## src/rtl/fwd_hazard_unit.sv

```systemverilog
`default_nettype none
// ============================================================================
// Module   : fwd_hazard_unit
// Purpose  : Operand forwarding selects, load-use stall and flag bypass for
//            the register-fetch stage, with a saturating stall counter.
// Revision : 1.0 - initial release
// ============================================================================
module fwd_hazard_unit #(
    parameter int REG_BITS = 5,
    parameter int ZERO_REG = 31,
    parameter int CNT_BITS = 16
) (
    input  logic                clk,
    input  logic                reset,
    input  logic                id_valid,
    input  logic [REG_BITS-1:0] id_rn,
    input  logic [REG_BITS-1:0] id_rm,
    input  logic                id_uses_rn,
    input  logic                id_uses_rm,
    input  logic [REG_BITS-1:0] id_rd,
    input  logic                id_reg_write,
    input  logic                id_mem_read,
    input  logic                id_set_flags,
    output logic [1:0]          fwd_a,
    output logic [1:0]          fwd_b,
    output logic                stall,
    output logic                flag_fwd,
    output logic [CNT_BITS-1:0] stall_cnt
);

    localparam logic [REG_BITS-1:0] c_zero    = REG_BITS'(ZERO_REG);
    localparam logic [1:0]          c_sel_rf  = 2'b00;
    localparam logic [1:0]          c_sel_ex  = 2'b01;
    localparam logic [1:0]          c_sel_mem = 2'b10;

    logic [REG_BITS-1:0] ex_rd_q,  ex_rd_d;
    logic                ex_wr_q,  ex_wr_d;
    logic                ex_ld_q,  ex_ld_d;
    logic                ex_sf_q,  ex_sf_d;
    logic [REG_BITS-1:0] mem_rd_q, mem_rd_d;
    logic                mem_wr_q, mem_wr_d;
    logic [CNT_BITS-1:0] stall_cnt_q, stall_cnt_d;

    logic w_ex_hit_a, w_ex_hit_b, w_mem_hit_a, w_mem_hit_b;

    always_comb begin
        w_ex_hit_a  = ex_wr_q  && (ex_rd_q  == id_rn) && (id_rn != c_zero);
        w_ex_hit_b  = ex_wr_q  && (ex_rd_q  == id_rm) && (id_rm != c_zero);
        w_mem_hit_a = mem_wr_q && (mem_rd_q == id_rn) && (id_rn != c_zero);
        w_mem_hit_b = mem_wr_q && (mem_rd_q == id_rm) && (id_rm != c_zero);
    end

    // A load in EX has no result yet, so its match falls through to MEM/regfile.
    always_comb begin
        fwd_a = c_sel_rf;
        if (id_uses_rn && w_ex_hit_a && !ex_ld_q) begin
            fwd_a = c_sel_ex;
        end else if (id_uses_rn && w_mem_hit_a) begin
            fwd_a = c_sel_mem;
        end

        fwd_b = c_sel_rf;
        if (id_uses_rm && w_ex_hit_b && !ex_ld_q) begin
            fwd_b = c_sel_ex;
        end else if (id_uses_rm && w_mem_hit_b) begin
            fwd_b = c_sel_mem;
        end

        stall    = id_valid && ex_ld_q &&
                   ((id_uses_rn && w_ex_hit_a) || (id_uses_rm && w_ex_hit_b));
        flag_fwd = ex_sf_q;
    end

    always_comb begin
        mem_rd_d    = ex_rd_q;
        mem_wr_d    = ex_wr_q;
        stall_cnt_d = stall_cnt_q;
        if (stall) begin
            ex_rd_d = '0;
            ex_wr_d = 1'b0;
            ex_ld_d = 1'b0;
            ex_sf_d = 1'b0;
            if (!(&stall_cnt_q)) begin
                stall_cnt_d = stall_cnt_q + CNT_BITS'(1);
            end
        end else begin
            ex_rd_d = id_valid ? id_rd : '0;
            ex_wr_d = id_valid && id_reg_write;
            ex_ld_d = id_valid && id_mem_read;
            ex_sf_d = id_valid && id_set_flags;
        end
    end

    always_ff @(posedge clk) begin
        if (reset) begin
            ex_rd_q     <= '0;
            ex_wr_q     <= 1'b0;
            ex_ld_q     <= 1'b0;
            ex_sf_q     <= 1'b0;
            mem_rd_q    <= '0;
            mem_wr_q    <= 1'b0;
            stall_cnt_q <= '0;
        end else begin
            ex_rd_q     <= ex_rd_d;
            ex_wr_q     <= ex_wr_d;
            ex_ld_q     <= ex_ld_d;
            ex_sf_q     <= ex_sf_d;
            mem_rd_q    <= mem_rd_d;
            mem_wr_q    <= mem_wr_d;
            stall_cnt_q <= stall_cnt_d;
        end
    end

    assign stall_cnt = stall_cnt_q;

endmodule
`default_nettype wire

```

## config.mk

```make
export PLATFORM = sky130hd
export DESIGN_NAME = fwd_hazard_unit
export DESIGN_NICKNAME = d
export VERILOG_FILES = /design/src/rtl/fwd_hazard_unit.sv
export SDC_FILE = /design/constraint.sdc
export NUM_CORES = 1
export LEC_CHECK = 0
export CORE_MARGIN = 1
export CORE_UTILIZATION = 25
export DETAILED_ROUTE_END_ITERATION = 8
export DONT_BUFFER_PORTS = 1
export MAX_ROUTING_LAYER = met4
export SYNTH_ARGS = -nofsm -noshare
export SYNTH_HDL_FRONTEND = slang
export SYNTH_SLANG_ARGS = --single-unit
```

## constraint.sdc

```tcl
create_clock -name clk -period 2.31 [get_ports clk]
set_input_delay 0.693 -clock clk [delete_from_list [all_inputs] [get_ports clk]]
set_output_delay 0.693 -clock clk [all_outputs]
set_load 0.05 [all_outputs]
```

Word level (Yosys, flattened, before mapping)
Cells that the tools add are included.

word-level totals
  bits of input ports = 23
  register bits = 30
  word-level logic and storage cells = 45
  bits in latches = 0
  output and inout bits = 22
  bits in read-only memories = 0
  memories kept = 0
  bits in writable memories = 0

operators by class
  add/subtract/negate cells = 1
  divide/modulo/power cells = 0
  $lt $le $gt $ge = 0
  equal/unequal tests = 6
  bitwise operators = 2
  multipliers = 0
  reduce and logical (&&, ||, !) cells = 25
  shift-type cells = 0
  mux-type cells = 4

operators with widths
  operator                                                         count
  5-bit equality test                                              4
  1-bit logical AND                                                19
  16-bit by 1-bit adder with 16-bit output, second input constant  1
  16-bit AND reduction                                             1
  5-bit != test, second input constant                             2
  2-bit 2-to-1 mux                                                 4
  3-bit OR reduction                                               1
  1-bit NOT                                                        2
  2-bit AND reduction                                              1
  2-bit OR reduction                                               1
  1-bit zero test                                                  1
  1-bit logical OR                                                 1

Depth between registers and ports, before layout
  depth in word-level cells = 7
  gate-level depth with buffers = 8

Worst setup path before layout
OpenSTA, ideal clock, no wires.

  kind = input -> output
  start point = in id_rn[3]
  end point = out fwd_a[1]
  arrival time = 2499 ps
  path buffers = 0
  stages on the path = 5
  path slack = -882 ps
  data required time = 1617 ps
  cells stage by stage = xor2_1 > nor4_1 > nand4_1 > nor2_1 > nor2_1

on the way
  cells in the longest elaborated chain, start to end = 6
  elaborated cells between the ends (all ways) = 12
  those cells by class = 3 x eq/ne; 2 x mux; 7 x reduce/logical

ends and longest elaborated chain
  what                                                          line    RTL
  start: declaration                                            16      input logic [REG_BITS-1:0] id_rn,
  5-bit equality test, on equally long branches                 49, 47
  1-bit logical AND, on equally long branches (2 in a row)      49, 47
  1-bit logical AND, on equally long branches                   58, 56
  2-bit 2-to-1 mux / 1-bit logical AND (equally long branches)  58, 56
  2-bit 2-to-1 mux (*)                                          56      if (id_uses_rn && w_ex_hit_a && !ex_ld_q) begin
  end: declaration                                              24      output logic [1:0] fwd_a,

Mark *: on every way between the ends. The rest lies on a longest branch, timed or not.

Worst setup path after layout
  start point = in id_rm[0]
  end point = out stall

on the way
  cells in the longest elaborated chain, start to end = 6
  elaborated cells between the ends (all ways) = 7
  those cells by class = 2 x eq/ne; 5 x reduce/logical

ends and longest elaborated chain
  what                   line  RTL
  start: declaration     17    input logic [REG_BITS-1:0] id_rm,
  5-bit equality test    48    w_ex_hit_b = ex_wr_q && (ex_rd_q == id_rm) && (id_rm != c_zero);
  1-bit logical AND      48
  1-bit logical AND (*)  48
  1-bit logical AND (*)  70    ((id_uses_rn && w_ex_hit_a) || (id_uses_rm && w_ex_hit_b));
  1-bit logical OR (*)   70
  1-bit logical AND (*)  69    stall = id_valid && ex_ld_q &&
  end: declaration       26    output logic stall,

Marks and branches as above.

==> results.sh <==
export IMPL_crit_family="simple AND/OR/NAND/NOR gates"
export IMPL_seq_area_frac_synth_pct=39.87
export IMPL_max_slew_margin_rel_pct=66.11
export IMPL_worstMarginPinSlew_ps=508.3
export IMPL_pwr_density_cell_nw_per_um2=498.3
export IMPL_nets=229
export IMPL_worst_path_most_repeated_cell="nor2_4"
export IMPL_grt_pass1_vias=1285
export IMPL_grt_overflow=0
export IMPL_cp_buffers_inverters=1
export IMPL_status="complete, but fails checks"
export IMPL_power_total_mw=1.073
export IMPL_fin_crit_sh_pct=105.2
export IMPL_fillCellCount=556
export IMPL_firstDrtPassIters=4
export IMPL_drt_wl_total_mm=3.962
export IMPL_track_usage_pct=13.48
export IMPL_dieHeight_um=79.63
export IMPL_antenna_cells=0
export IMPL_cts_max_level=2
export IMPL_via_per_inst=4.809
export IMPL_crit_chain="xor2_2, nor4_4, and4_2, nor2_4, nor2_4, buf_12"
export IMPL_place_congestion=0.8501
export IMPL_hold_viol_final=0
export IMPL_ios=45
export IMPL_met2_usage_pct=21.88
export IMPL_cts_made_buffers=5
export IMPL_arrival_ps=1740
export IMPL_initial_utilization_pct=26.70
export IMPL_grt_pass1_wl_mm=6.292
export IMPL_synth_area_um2=1506
export IMPL_yosysTopAreaCellShare_pct=39.87
export IMPL_max_clock_freq_mhz=411.6
export IMPL_cts_buffer_depth=2
export IMPL_end_kind="output pin"
export IMPL_worst_setup_path_start_kind="input port"
export IMPL_mostFrequentLayoutCell="buf_4"
export IMPL_die_area_um2=6340
export IMPL_synth_warnings=0
export IMPL_yosysTopAreaCell="dfxtp_1"
export IMPL_post_route_cells_drive_above_1_share_pct=37.38
export IMPL_synth_nets=195
export IMPL_final_area_um2=2153
export IMPL_wl_per_cell_um=14.25
export IMPL_synth_seq_cells=30
export IMPL_critPathKind="input port to output pin"
export IMPL_root_buffer="clkbuf_8"
export IMPL_grtUsageMet3_pct=5.600
export IMPL_hp_class="input port to flop"
export IMPL_ant_nets=0
export IMPL_final_util_pct=38.17
export IMPL_p_leak_nw=0.7435
export IMPL_top_usage_layer="met2"
export IMPL_antenna_found_initial=0
export IMPL_finalMaxSlewViolations=0
export IMPL_finClkSkew_ps=2.777
export IMPL_syn_avg_cell_area_um2=8.810
export IMPL_setup_tns_ps=-390.1
export IMPL_crit_slowest_cell="and4_2"
export IMPL_syn_inst=171
export IMPL_grt_max_degree=26
export IMPL_placed_cell_area_um2=1913
export IMPL_yosysUniqueCellTypes=35
export IMPL_dp_hpwl_mm=2.868
export IMPL_violations="setup timing"
export IMPL_rsz0062_at_grt="true"
export IMPL_port_buffers=0
export IMPL_whs_ps=467.0
export IMPL_clk_latency_ps=280
export IMPL_std_cell_rows=27
export IMPL_final_cell_mix="27 x buf_4, 20 x dfxtp_1, 12 x xnor2_1"
export IMPL_core_area_um2=5642
export IMPL_setup_viol=5
export IMPL_grt_util_met1_pct=14.91
export IMPL_holdBufCountCts=0
export IMPL_first_iter_violations=56
export IMPL_syn_to_final_growth_pct=42.94
export IMPL_dr_total_vias=1337
export IMPL_cap_violations=0
export IMPL_cpPeakStageDelay_ps=300
export IMPL_min_period_ps=2429
export IMPL_clk_pin_slew_ps=70
export IMPL_setup_ws_ps=-119.5
export IMPL_ir_worst_vdd_mv=0.2615
export IMPL_crit_fanout=4
export IMPL_drc=0
export IMPL_fp_dieW_um=79.63
export IMPL_synth_area_top_cells="dfxtp_1 40%, xnor2_1 7.0%, xor2_1 7.0%"
export IMPL_critPathRequiredTime_ps=1620
export IMPL_cts_num_sinks=30
export IMPL_tritoncts="yes"
-- synth_stat cells (all sizes together) --
cell	count
dfxtp	30
nor2	14
xnor2	12
xor2	12
and2	9
nand2	9
nand4	9
nand3	8
nor2b	8
a21oi	7
or3	6
nor3	5
nor4	5
o21ai	5
inv	4
or4	4
clkbuf	3
o21ba	3
a2111oi	2
and3	2
and4	2
mux2	2
o31a	2
o31ai	2
a211oi	1
ha	1
mux2i	1
nand2b	1
o21a	1
or2	1
-- timing repair --
action / in CTS / in global routing
endpoints found under the setup margin: 5 / 7
setup buffers: 2 / 1
endpoints found under the hold margin: 0 / 0
resized for setup: 7 / 12
pin swaps: 6 / 4
-- cells by family after synthesis --
| logic type | after synthesis | synth area share [%] |
|---|---|---|
| simple gates | 83 | 31.15 |
| flops | 30 | 39.87 |
| xor+xnor | 24 | 13.95 |
| compound gates | 23 | 10.30 |
| buf+inv | 7 | 1.744 |
| mux | 3 | 2.159 |
| fa+ha+maj | 1 | 0.8304 |
-- per-layer routing --
metal	vias to the layer above	wire length, um	share of wire, %
met5	-	0	0
met4	0	24	0.61
met3	2	349	8.8
met2	43	1910	48
met1	613	1678	42
li1	679	-	-
-- power by group --
group	internal, mW	switching [mW]
Sequential	0.518	0.0121
Clock	0.278	0.212
Combinational	0.0286	0.0247
-- area by class of cell --
| cell class | instances | area [um2] | area share [%] |
|---|---|---|---|
| Sequential cell | 30 | 630.6 | 29.29 |
| Clock buffer | 6 | 93.84 | 4.358 |
| Inverter | 4 | 15.01 | 0.6973 |
| Timing Repair Buffer | 30 | 262.8 | 12.20 |
| Clock inverter | 2 | 13.76 | 0.6392 |
| Tap cell | 72 | 90.09 | 4.184 |
| Multi-Input combinational cell | 134 | 1047 | 48.63 |
-- stage by stage --
step / cells / setup slack, ps
3_3_place_gp: 267 / -235.7
2_1_floorplan: 171 / -281.8
6_report: 278 / -119.5
4_1_cts: 277 / -137.3
3_5_place_dp: 267 / -244.5
5_1_grt: 278 / -218.4
-- sequential cells by signal, summed over array words and instances, names as in the netlist --
register,cells
stall_cnt,16
flag_fwd,1
mem_rd_q,5
ex_rd_q,5
mem_wr_q,1
ex_wr_q,1
ex_ld_q,1
-- final timing paths --
check / start / end / slack (ps) / depth (start not counted)
max: id_rm[0] / stall / -120 / 6
min reg2reg: ex_wr_q / mem_wr_q / 480 / 1
max reg2reg: stall_cnt[2] / stall_cnt[13] / 40 / 5
min: reset / stall_cnt[6] / 470 / 1
Note: power is estimated with default switching activity, not from simulation.
